`config.mk`:
```
export PLATFORM = sky130hd
export DESIGN_NAME = hdmi_channel_deskew
export DESIGN_NICKNAME = d
export VERILOG_FILES = /design/src/rtl/hdmi_pkg.sv /design/src/rtl/hdmi_delay_tap.sv /design/src/rtl/hdmi_channel_deskew.sv
export SDC_FILE = /design/constraint.sdc
export NUM_CORES = 1
export LEC_CHECK = 0
export ABC_AREA = 1
export CAP_MARGIN = 15
export CORE_MARGIN = 2
export CORE_UTILIZATION = 60
export DETAILED_ROUTE_END_ITERATION = 6
export PLACE_DENSITY = 0.8
export SYNTH_ARGS = -nofsm -noshare
export SYNTH_HDL_FRONTEND = slang
export SYNTH_SLANG_ARGS = --single-unit
```
`constraint.sdc`:
```
create_clock -name i_clk -period 9.8 [get_ports i_clk]
set_input_delay 1.96 -clock i_clk [delete_from_list [all_inputs] [get_ports i_clk]]
set_output_delay 1.96 -clock i_clk [all_outputs]
set_load 0.005 [all_outputs]
```
`src/rtl/hdmi_pkg.sv`:
```
// Shared definitions for the HDMI channel deskew block: FSM encoding,
// default skew range and the width helpers used by the top and the delay taps.
package hdmi_pkg;

    typedef enum logic [1:0] {
        ST_SEARCH  = 2'd0,
        ST_MEASURE = 2'd1,
        ST_LOCKED  = 2'd2
    } state_t;

    localparam int MAX_SKEW_DEFAULT = 4;

    // One spare bit above what max_skew needs, so the counter can step past the
    // limit and the overflow is visible without wrapping.
    function automatic int cnt_width(input int max_skew);
        return $clog2(max_skew + 1) + 1;
    endfunction

    function automatic int tap_width(input int max_skew);
        return $clog2(max_skew + 1);
    endfunction

endpackage

```
`src/rtl/hdmi_delay_tap.sv`:
```
// Per-channel variable delay: {de, word} leaves exactly 1 + i_tap clocks after it
// entered. G_MAX_SKEW shift stages plus the output register give G_MAX_SKEW+1 stages.
module hdmi_delay_tap
    import hdmi_pkg::*;
#(
    parameter int  G_WIDTH    = 10,
    parameter int  G_MAX_SKEW = MAX_SKEW_DEFAULT,
    localparam int TW         = tap_width(G_MAX_SKEW)
) (
    input  logic             i_clk,
    input  logic             i_rst_n,
    input  logic [G_WIDTH:0] i_word,
    input  logic [TW-1:0]    i_tap,
    output logic [G_WIDTH:0] o_word
);

    logic [G_WIDTH:0] sr_q [G_MAX_SKEW];
    logic [G_WIDTH:0] sr_d [G_MAX_SKEW];
    logic [G_WIDTH:0] out_q;
    logic [G_WIDTH:0] out_d;

    always_comb begin
        sr_d[0] = i_word;
        for (int i = 1; i < G_MAX_SKEW; i++) begin
            sr_d[i] = sr_q[i-1];
        end
        // NOTE: out_d gets a default before the tap search so no path leaves it
        // unassigned; otherwise synthesis would infer a latch.
        out_d = i_word;
        for (int i = 0; i < G_MAX_SKEW; i++) begin
            if (i_tap == TW'(i + 1)) begin
                out_d = sr_q[i];
            end
        end
    end

    always_ff @(posedge i_clk or negedge i_rst_n) begin
        if (!i_rst_n) begin
            // NOTE: the delay line is deliberately reset, stage by stage, so a stale
            // data-enable cannot leak out after reset and fake an alignment event.
            for (int i = 0; i < G_MAX_SKEW; i++) begin
                sr_q[i] <= '0;
            end
            out_q <= '0;
        end else begin
            // NOTE: non-blocking assignments let every stage sample its predecessor's
            // old value, which is what makes this a shift register.
            sr_q  <= sr_d;
            out_q <= out_d;
        end
    end

    assign o_word = out_q;

endmodule

```
`src/rtl/hdmi_channel_deskew.sv`:
```
// Aligns the three decoded TMDS channels by timing the first data-enable rising
// edge on each, then delaying the early channels to match the latest one.
module hdmi_channel_deskew
    import hdmi_pkg::*;
#(
    parameter int G_WIDTH    = 10,
    parameter int G_MAX_SKEW = MAX_SKEW_DEFAULT
) (
    input  logic               i_clk,
    input  logic               i_rst_n,
    input  logic [G_WIDTH-1:0] i_d0,
    input  logic [G_WIDTH-1:0] i_d1,
    input  logic [G_WIDTH-1:0] i_d2,
    input  logic               i_de0,
    input  logic               i_de1,
    input  logic               i_de2,
    input  logic               i_enable,
    output logic [G_WIDTH-1:0] o_q0,
    output logic [G_WIDTH-1:0] o_q1,
    output logic [G_WIDTH-1:0] o_q2,
    output logic               o_de,
    output logic               o_locked,
    output logic               o_err
);

    localparam int            CW        = cnt_width(G_MAX_SKEW);
    localparam int            TW        = tap_width(G_MAX_SKEW);
    localparam logic [CW-1:0] CNT_LIMIT = CW'(G_MAX_SKEW);

    state_t           state_q, state_d;
    logic [CW-1:0]    cnt_q, cnt_d, cnt_inc, arr_max;
    logic [CW-1:0]    arr_q [3];
    logic [CW-1:0]    arr_d [3];
    logic [TW-1:0]    tap_q [3];
    logic [TW-1:0]    tap_d [3];
    logic [2:0]       rec_q, rec_d;
    logic [2:0]       de_prev_q, de_raw, rise;
    logic             locked_q, locked_d;
    logic             err_q, err_d;
    logic             go_search;
    logic [G_WIDTH:0] word_in  [3];
    logic [G_WIDTH:0] word_out [3];
    logic [2:0]       de_al;
    logic             de_mismatch;

    assign word_in[0] = {i_de0, i_d0};
    assign word_in[1] = {i_de1, i_d1};
    assign word_in[2] = {i_de2, i_d2};
    assign de_raw     = {i_de2, i_de1, i_de0};
    assign rise       = de_raw & ~de_prev_q;

    for (genvar k = 0; k < 3; k++) begin : g_lane
        hdmi_delay_tap #(
            .G_WIDTH    (G_WIDTH),
            .G_MAX_SKEW (G_MAX_SKEW)
        ) u_tap (
            .i_clk   (i_clk),
            .i_rst_n (i_rst_n),
            .i_word  (word_in[k]),
            .i_tap   (tap_q[k]),
            .o_word  (word_out[k])
        );
        assign de_al[k] = word_out[k][G_WIDTH];
    end

    assign de_mismatch = (|de_al) && !(&de_al);

    always_comb begin
        state_d   = state_q;
        cnt_d     = cnt_q;
        arr_d     = arr_q;
        rec_d     = rec_q;
        tap_d     = tap_q;
        err_d     = 1'b0;
        go_search = 1'b0;
        locked_d  = (state_q == ST_LOCKED);
        cnt_inc   = cnt_q + 1'b1;
        arr_max   = arr_q[0];
        for (int k = 1; k < 3; k++) begin
            if (arr_q[k] > arr_max) arr_max = arr_q[k];
        end

        if (!i_enable) begin
            go_search = 1'b1;
        end else begin
            case (state_q)
                ST_SEARCH: begin
                    if (|rise) begin
                        state_d = ST_MEASURE;
                        cnt_d   = '0;
                        rec_d   = rise;
                        for (int k = 0; k < 3; k++) arr_d[k] = '0;
                    end
                end
                ST_MEASURE: begin
                    if (&rec_q) begin
                        state_d = ST_LOCKED;
                        for (int k = 0; k < 3; k++) tap_d[k] = TW'(arr_max - arr_q[k]);
                    end else if (cnt_inc > CNT_LIMIT) begin
                        err_d     = 1'b1;
                        go_search = 1'b1;
                    end else begin
                        cnt_d = cnt_inc;
                        for (int k = 0; k < 3; k++) begin
                            if (rise[k] && !rec_q[k]) begin
                                rec_d[k] = 1'b1;
                                arr_d[k] = cnt_inc;
                            end
                        end
                    end
                end
                ST_LOCKED: begin
                    // locked_q gates the check so the first LOCKED clock, whose outputs
                    // were still produced by the old taps, cannot trip a false mismatch.
                    if (locked_q && de_mismatch) begin
                        err_d     = 1'b1;
                        go_search = 1'b1;
                    end
                end
                default: go_search = 1'b1;
            endcase
        end

        if (go_search) begin
            state_d = ST_SEARCH;
            cnt_d   = '0;
            rec_d   = '0;
            for (int k = 0; k < 3; k++) begin
                arr_d[k] = '0;
                tap_d[k] = '0;
            end
        end
    end

    always_ff @(posedge i_clk or negedge i_rst_n) begin
        if (!i_rst_n) begin
            state_q   <= ST_SEARCH;
            cnt_q     <= '0;
            rec_q     <= '0;
            de_prev_q <= '0;
            locked_q  <= 1'b0;
            err_q     <= 1'b0;
            for (int k = 0; k < 3; k++) begin
                arr_q[k] <= '0;
                tap_q[k] <= '0;
            end
        end else begin
            state_q   <= state_d;
            cnt_q     <= cnt_d;
            rec_q     <= rec_d;
            de_prev_q <= de_raw;
            locked_q  <= locked_d;
            err_q     <= err_d;
            arr_q     <= arr_d;
            tap_q     <= tap_d;
        end
    end

    assign o_q0     = word_out[0][G_WIDTH-1:0];
    assign o_q1     = word_out[1][G_WIDTH-1:0];
    assign o_q2     = word_out[2][G_WIDTH-1:0];
    assign o_de     = de_al[0];
    assign o_locked = locked_q;
    assign o_err    = err_q;

endmodule
```
# Word-level counts from Yosys, hierarchy flattened
# Index checks and enable logic that the tools add are counted.
# Widths: inputs -> output; s select.
# word_totals
out_inout_bits	33
reg_bits	200
# classes
n_eq_ne	21
n_reduce_logical	24
n_addsub	4
magnitude_cmp	3
mux	54
n_bitwise	2
# op_table
op	count
$mux 11	12
$mux 12	5
$mux 4	9
$mux 9	4
$pmux 12 s2	1
$ne 3x3->1 const B	7
$eq 3x2->1 const B	6
$mux 3	6
$reduce_and 6->1	3
$eq 3x1->1 const B	3
$eq 3x3->1 const B	3
$reduce_and 3->1	3
$sub 3x3->3	3
$gt 4x4->1	2
$mux 1	8
$mux 2	4
$pmux 4 s2	1
$pmux 3 s2	1
$reduce_bool 2->1	3
$reduce_or 3->1	2
$logic_and 1x1->1	5
$reduce_and 5->1	1
$add 4x1->4 const B	1
$gt 4x3->1 const B	1
other kinds (11)	14

# Logic depth before layout (Yosys ltp)
# logic_depth
ltp_word	9
depth_mapped	23
ltp_nobuf	23

# By module
# A second synthesis with hierarchy kept.
# unflattened
hier_cells	884
hier_area_um2	8265.4
# modules_own_cells
mod	area_per_inst_um2	cells_per_inst	instances
hdmi_delay_tap	2038.2	207	3
hdmi_channel_deskew	2150.8	263	1

# Worst setup path after synthesis
# Ideal clock, no wire load.
# synth_path
path_kind	flip-flop to flip-flop
from	register arr_q[5] (netlist name)
to	register tap_q[5] (netlist name)
arrival_time_ns	3.173
synth_period_minus_slack_ns	3.305
stages_incl_launch_ff	22
path_buffers	0
path_slack_ns	6.495
path_cell_list	dfrtp_1 -> ha_1 -> inv_1 -> nor2_1 -> o21ai_0 -> nand2_1 -> nand2_1 -> nand2_1 -> o21ai_0 -> ha_1 -> a21oi_1 -> o21ai_0 -> nand2_1 -> inv_1 -> nand2_1 -> o21ai_0 -> ha_1 -> fa_1 -> xor2_1 -> nand3b_1 -> nand3_1 -> o21ai_0
# synth_between
elab_chain_cells	9
# synth_lines
element	line_no	source
start: declaration	hdmi_channel_deskew.sv:32	logic [CW-1:0] arr_q [3];
start signal: assignment	hdmi_channel_deskew.sv:154	arr_q <= arr_d;
$gt 4x4->1	hdmi_channel_deskew.sv:80	if (arr_q[k] > arr_max) arr_max = arr_q[k];
$mux 4	hdmi_channel_deskew.sv:80	
$gt 4x4->1	hdmi_channel_deskew.sv:80	
$mux 3	hdmi_channel_deskew.sv:80	
$sub 3x3->3 *	hdmi_channel_deskew.sv:98	for (int k = 0; k < 3; k++) tap_d[k] = TW'(arr_max - arr_q[k]);
$mux 9 *	hdmi_channel_deskew.sv:96	if (&rec_q) begin
$mux 9 *	hdmi_channel_deskew.sv:86	case (state_q)
$mux 9 *	hdmi_channel_deskew.sv:83	if (!i_enable) begin
$mux 9 *	hdmi_channel_deskew.sv:124	if (go_search) begin
end signal: assignment	hdmi_channel_deskew.sv:155	tap_q <= tap_d;
end: declaration	hdmi_channel_deskew.sv:34	logic [TW-1:0] tap_q [3];
# Every way passes the cells marked *; elsewhere a longest branch is shown, timed or not. The select of a mux whose other input is x is not followed.
# A chain may end at the register's enable or synchronous reset.

# Final worst setup path
# layout_path
from	register arr_q[5] (netlist name)
to	register tap_q[8] (netlist name)
# layout_between
elab_chain_cells	9
# layout_lines
element	line_no
$gt 4x4->1	hdmi_channel_deskew.sv:80
$mux 4 *	hdmi_channel_deskew.sv:80
$gt 4x4->1	hdmi_channel_deskew.sv:80
$mux 3 *	hdmi_channel_deskew.sv:80
$sub 3x3->3 *	hdmi_channel_deskew.sv:98
$mux 9 *	hdmi_channel_deskew.sv:96
$mux 9 *	hdmi_channel_deskew.sv:86
$mux 9 *	hdmi_channel_deskew.sv:83
$mux 9 *	hdmi_channel_deskew.sv:124
# Marks and branches as above.

==> key figures <==
Run status
  – Status: complete, no violations

Worst setup path
  – CP Data Arrival Time: 4060 ps
  – Start of the worst register-to-register path: arr_q[5]
  – CP max stage delay: 450 ps
  – CP Cell Sequence: ha_1 -> inv_1 -> nor2_1 -> o21ai_0 -> nand2_1 -> nand2_1 -> nand2_1 -> o21ai_0 -> ha_1 -> a21oi_1 -> o21ai_0 -> nand2_1 -> inv_1 -> nand2_1 -> o21ai_0 -> ha_1 -> fa_1 -> xor2_1 -> nand3b_1 -> nand3_1 -> o21ai_0
  – CP Max Fanout: 7
  – CP startpoint: arr_q[5]
  – Critical path's slowest cell: dfrtp_1
  – Register-to-register path setup slack: 6030 ps
  – R2r worst-path depth: 21
  – CP required: 10,090 ps
  – CP endpoint kind: flip-flop
  – R2R Path End: tap_q[8]
  – CP Class: flip-flop to flip-flop
  – Startpoint Class: flip-flop

Clock network
  – Clock-pin slew on the worst setup and hold paths: 70 ps
  – Total setup buffers inserted after CTS: 0
  – Clock sink count: 197
  – CTS buffer count: 17
  – H-tree level count: 4
  – Root Buffer: clkbuf_16
  – CTS tree: built
  – Worst-skew pair later-pin latency: 430 ps
  – Post-CTS Resized: 0
  – CTS Hold Bufs: 0
  – Clock Tree Buf Depth: 2

Place
  – Post-Place Worst Slack: 6050 ps
  – Post-DP HPWL: 9523 um
  – Placed Area: 0.008347 sq mm
  – Placed Cells incl. Taps: 911
  – Routability cong.: 0.8705
  – Port bufs: 68

Timing
  – Final setup TNS: 0 ps
  – Slew at the pin with the worst max-slew slack: 1032 ps
  – Final WS setup: 6031 ps
  – RSZ-0062 raised after global routing: no
  – Final Hold Viols: 0
  – Final Cycle Share: 38.46%
  – Relative slew slack: 31.21%
  – Crit path time final: 3769 ps
  – Achievable Freq: 265.3 MHz
  – Fin. max-slew vios: 0
  – Min Hold Slack: 365.4 ps
  – Final Skew: 8.727 ps
  – # setup viols final: 0

Synthesis
  – Synth area leaders: dfrtp_1 (66%), nand2_1 (8.4%), nand3_1 (4.3%), o211ai_1 (3.6%), ha_1 (2.8%)
  – Top cell type's share of synthesized area: 65.56%
  – YS warnings: 0
  – Gate Count Post-Synth: 695
  – Yosys top cell by area: dfrtp_1
  – Total nets after synthesis: 751
  – FF+latch count, synth: 197
  – Yosys cell types: 30
  – Mapped Area: 0.007520 sq mm
  – Register area share after synthesis: 65.56%
  – Syn avg cell area: 10.82 sq um

Pwr
  – Power Density: 239.0 mW/mm^2
  – Post-route total power: 2.139 mW
  – Highest ir drop seen on vdd: 0.1406 mV
  – P_leak: 4.139 nW

GRT
  – Largest net degree at the start of global routing: 113
  – First-pass GRT wire length: 24,750 um
  – Initial antenna violation count: 0
  – GR Util All Layers: 24.13%
  – Remaining Overflow, GRT: 0
  – Number of global-route vias before repair: 5,104

Layout
  – Final #Nets: 818
  – Area growth syn-to-layout: 18.99%
  – Share of layout cells above drive strength 1: 7.355%
  – Post-route cell area: 0.008947 sq mm
  – Layout Cells excl Fill: 943
  – Util after Layout: 73.87%
  – Diode count: 0

Die
  – Initial core utilization: 62.09%
  – Area of the core: 0.01211 sq mm
  – Die X-Extent: 116.0 um
  – Die ar.: 0.01344 sq mm
  – Die Ht: 116.0 um
  – Site Rows: 40
  – Top-Level Pins: 69

Min path
  – Hold EP: g_lane[1].u_tap.sr_q[6]
  – WHS Path Cells: 0
  – Worst Hold Class: flip-flop to flip-flop
  – Hold_sp: g_lane[1].u_tap.sr_d[6]

Detailed routing
  – Routed wire length: 14,780 um
  – DR vias: 5,160
  – DRC: 0
  – Routed length per instance: 15.67 um
  – Vias/cell: 5.472
  – Iteration-0 DRC count of the detailed router: 444
  – Detailed Routing Iterations Pass 1: 5
  – ANT nets after route: 0

Job
  – Maxcap violations: 0
-- worst max-delay path: cells and delay by family, from the launching register on --
family / cells / cell delay [ps]
buf+inv: 2 / 180
fa+ha+maj: 4 / 1290
simple gates: 8 / 840
compound gates: 6 / 700
flops: 1 / 450
xor+xnor: 1 / 170
-- layout make-up --
| type | count | area, sq um |
|---|---|---|
| clock buffers | 18 | 439.2 |
| well taps | 168 | 210.2 |
| flip-flops and latches | 197 | 4930 |
| inverters | 43 | 161.4 |
| multi-input cells | 429 | 2316 |
| clock inverters | 14 | 161.4 |
| fillers | 842 | 3164 |
| repair buffers | 74 | 729.5 |
-- cells in the mapped netlist --
master,count
dfrtp_1,197
ha_1,17
nand3b_1,2
o22ai_1,6
nand3_2,4
o211ai_1,36
nor2_1,49
inv_1,42
nand3_4,1
fa_1,3
a21oi_1,8
nand2_2,1
nor2_2,1
o21ai_2,1
nor2_4,6
a31oi_1,33
nand2_1,169
inv_2,1
nand4_1,7
nor3_1,5
a21oi_2,1
buf_6,2
buf_1,2
a21boi_0,2
xor2_1,2
nand4_2,1
nand3_1,64
o21ai_0,9
clkbuf_1,22
nand4_4,1
-- cells by family (layout without fill, tap and decap cells) --
group,after synthesis,count (layout),synth area share [%]
XOR/XNOR,2,2,0.2330
AND/OR/NAND/NOR,311,311,18.54
flip-flops,197,197,65.56
buffers and inverters,69,149,3.644
AO/OA/AOI/OAI,96,96,8.403
adder cells (fa/ha/maj),20,20,3.627
-- sequential cells by signal (all words and copies together) (netlist names) --
name / cells
state_q: 2
o_locked: 1
de_prev_q: 3
o_err: 1
rec_q: 3
arr_q: 12
cnt_q: 4
g_lane.u_tap.sr_q: 33
tap_q: 9
g_lane.u_tap.o_word: 33
g_lane.u_tap.sr_d: 96
-- how the worst max path moves through the flow --
stage                                    end  slack (ps)  depth (start not counted)
finish                              tap_q[8]        6030                         21
global route                        tap_q[8]        5640                         21
CTS                                 tap_q[8]        6010                         21
detailed placement  g_lane[0].u_tap.sr_d[20]        6050                          2
global placement    g_lane[0].u_tap.sr_d[31]        6110                          2
floorplan                           tap_q[5]        6490                         21
-- where the power goes --
group / internal [mW] / leakage [nW] / total, mW / switching, mW
Combinational: 0.196 / 1.49 / 0.525 / 0.329
Clock: 0.390 / 0.291 / 0.700 / 0.310
Sequential: 0.873 / 2.36 / 0.914 / 0.0409
Total: 1.46 / 4.14 / 2.14 / 0.680
-- layer usage --
layer	vias up	wire [um]	GRT usage (%)
li1	2475	-	-
met1	2547	6465	32.17
met2	124	7484	39.84
met3	14	667	6.276
met4	0	163	6.825
met5	-	0	0
-- cell usage in the layout, fill, tap and decap left out, types with 3 or more instances in the layout --
master	Yosys	final
inv_1	42	42
nand3_2	4	4
ha_1	17	17
o22ai_1	6	6
nand4_1	7	7
inv_6	0	6
o21ai_0	9	9
fa_1	3	3
o211ai_1	36	36
nand3_1	64	64
buf_4	0	6
clkbuf_16	0	17
clkdlybuf4s50_1	0	67
nor2_4	6	6
a21oi_1	8	8
dfrtp_1	197	197
nor2_1	49	49
nand2_1	169	169
nor3_1	5	5
a31oi_1	33	33
No activity file was read; power rests on OpenSTA's default activity.
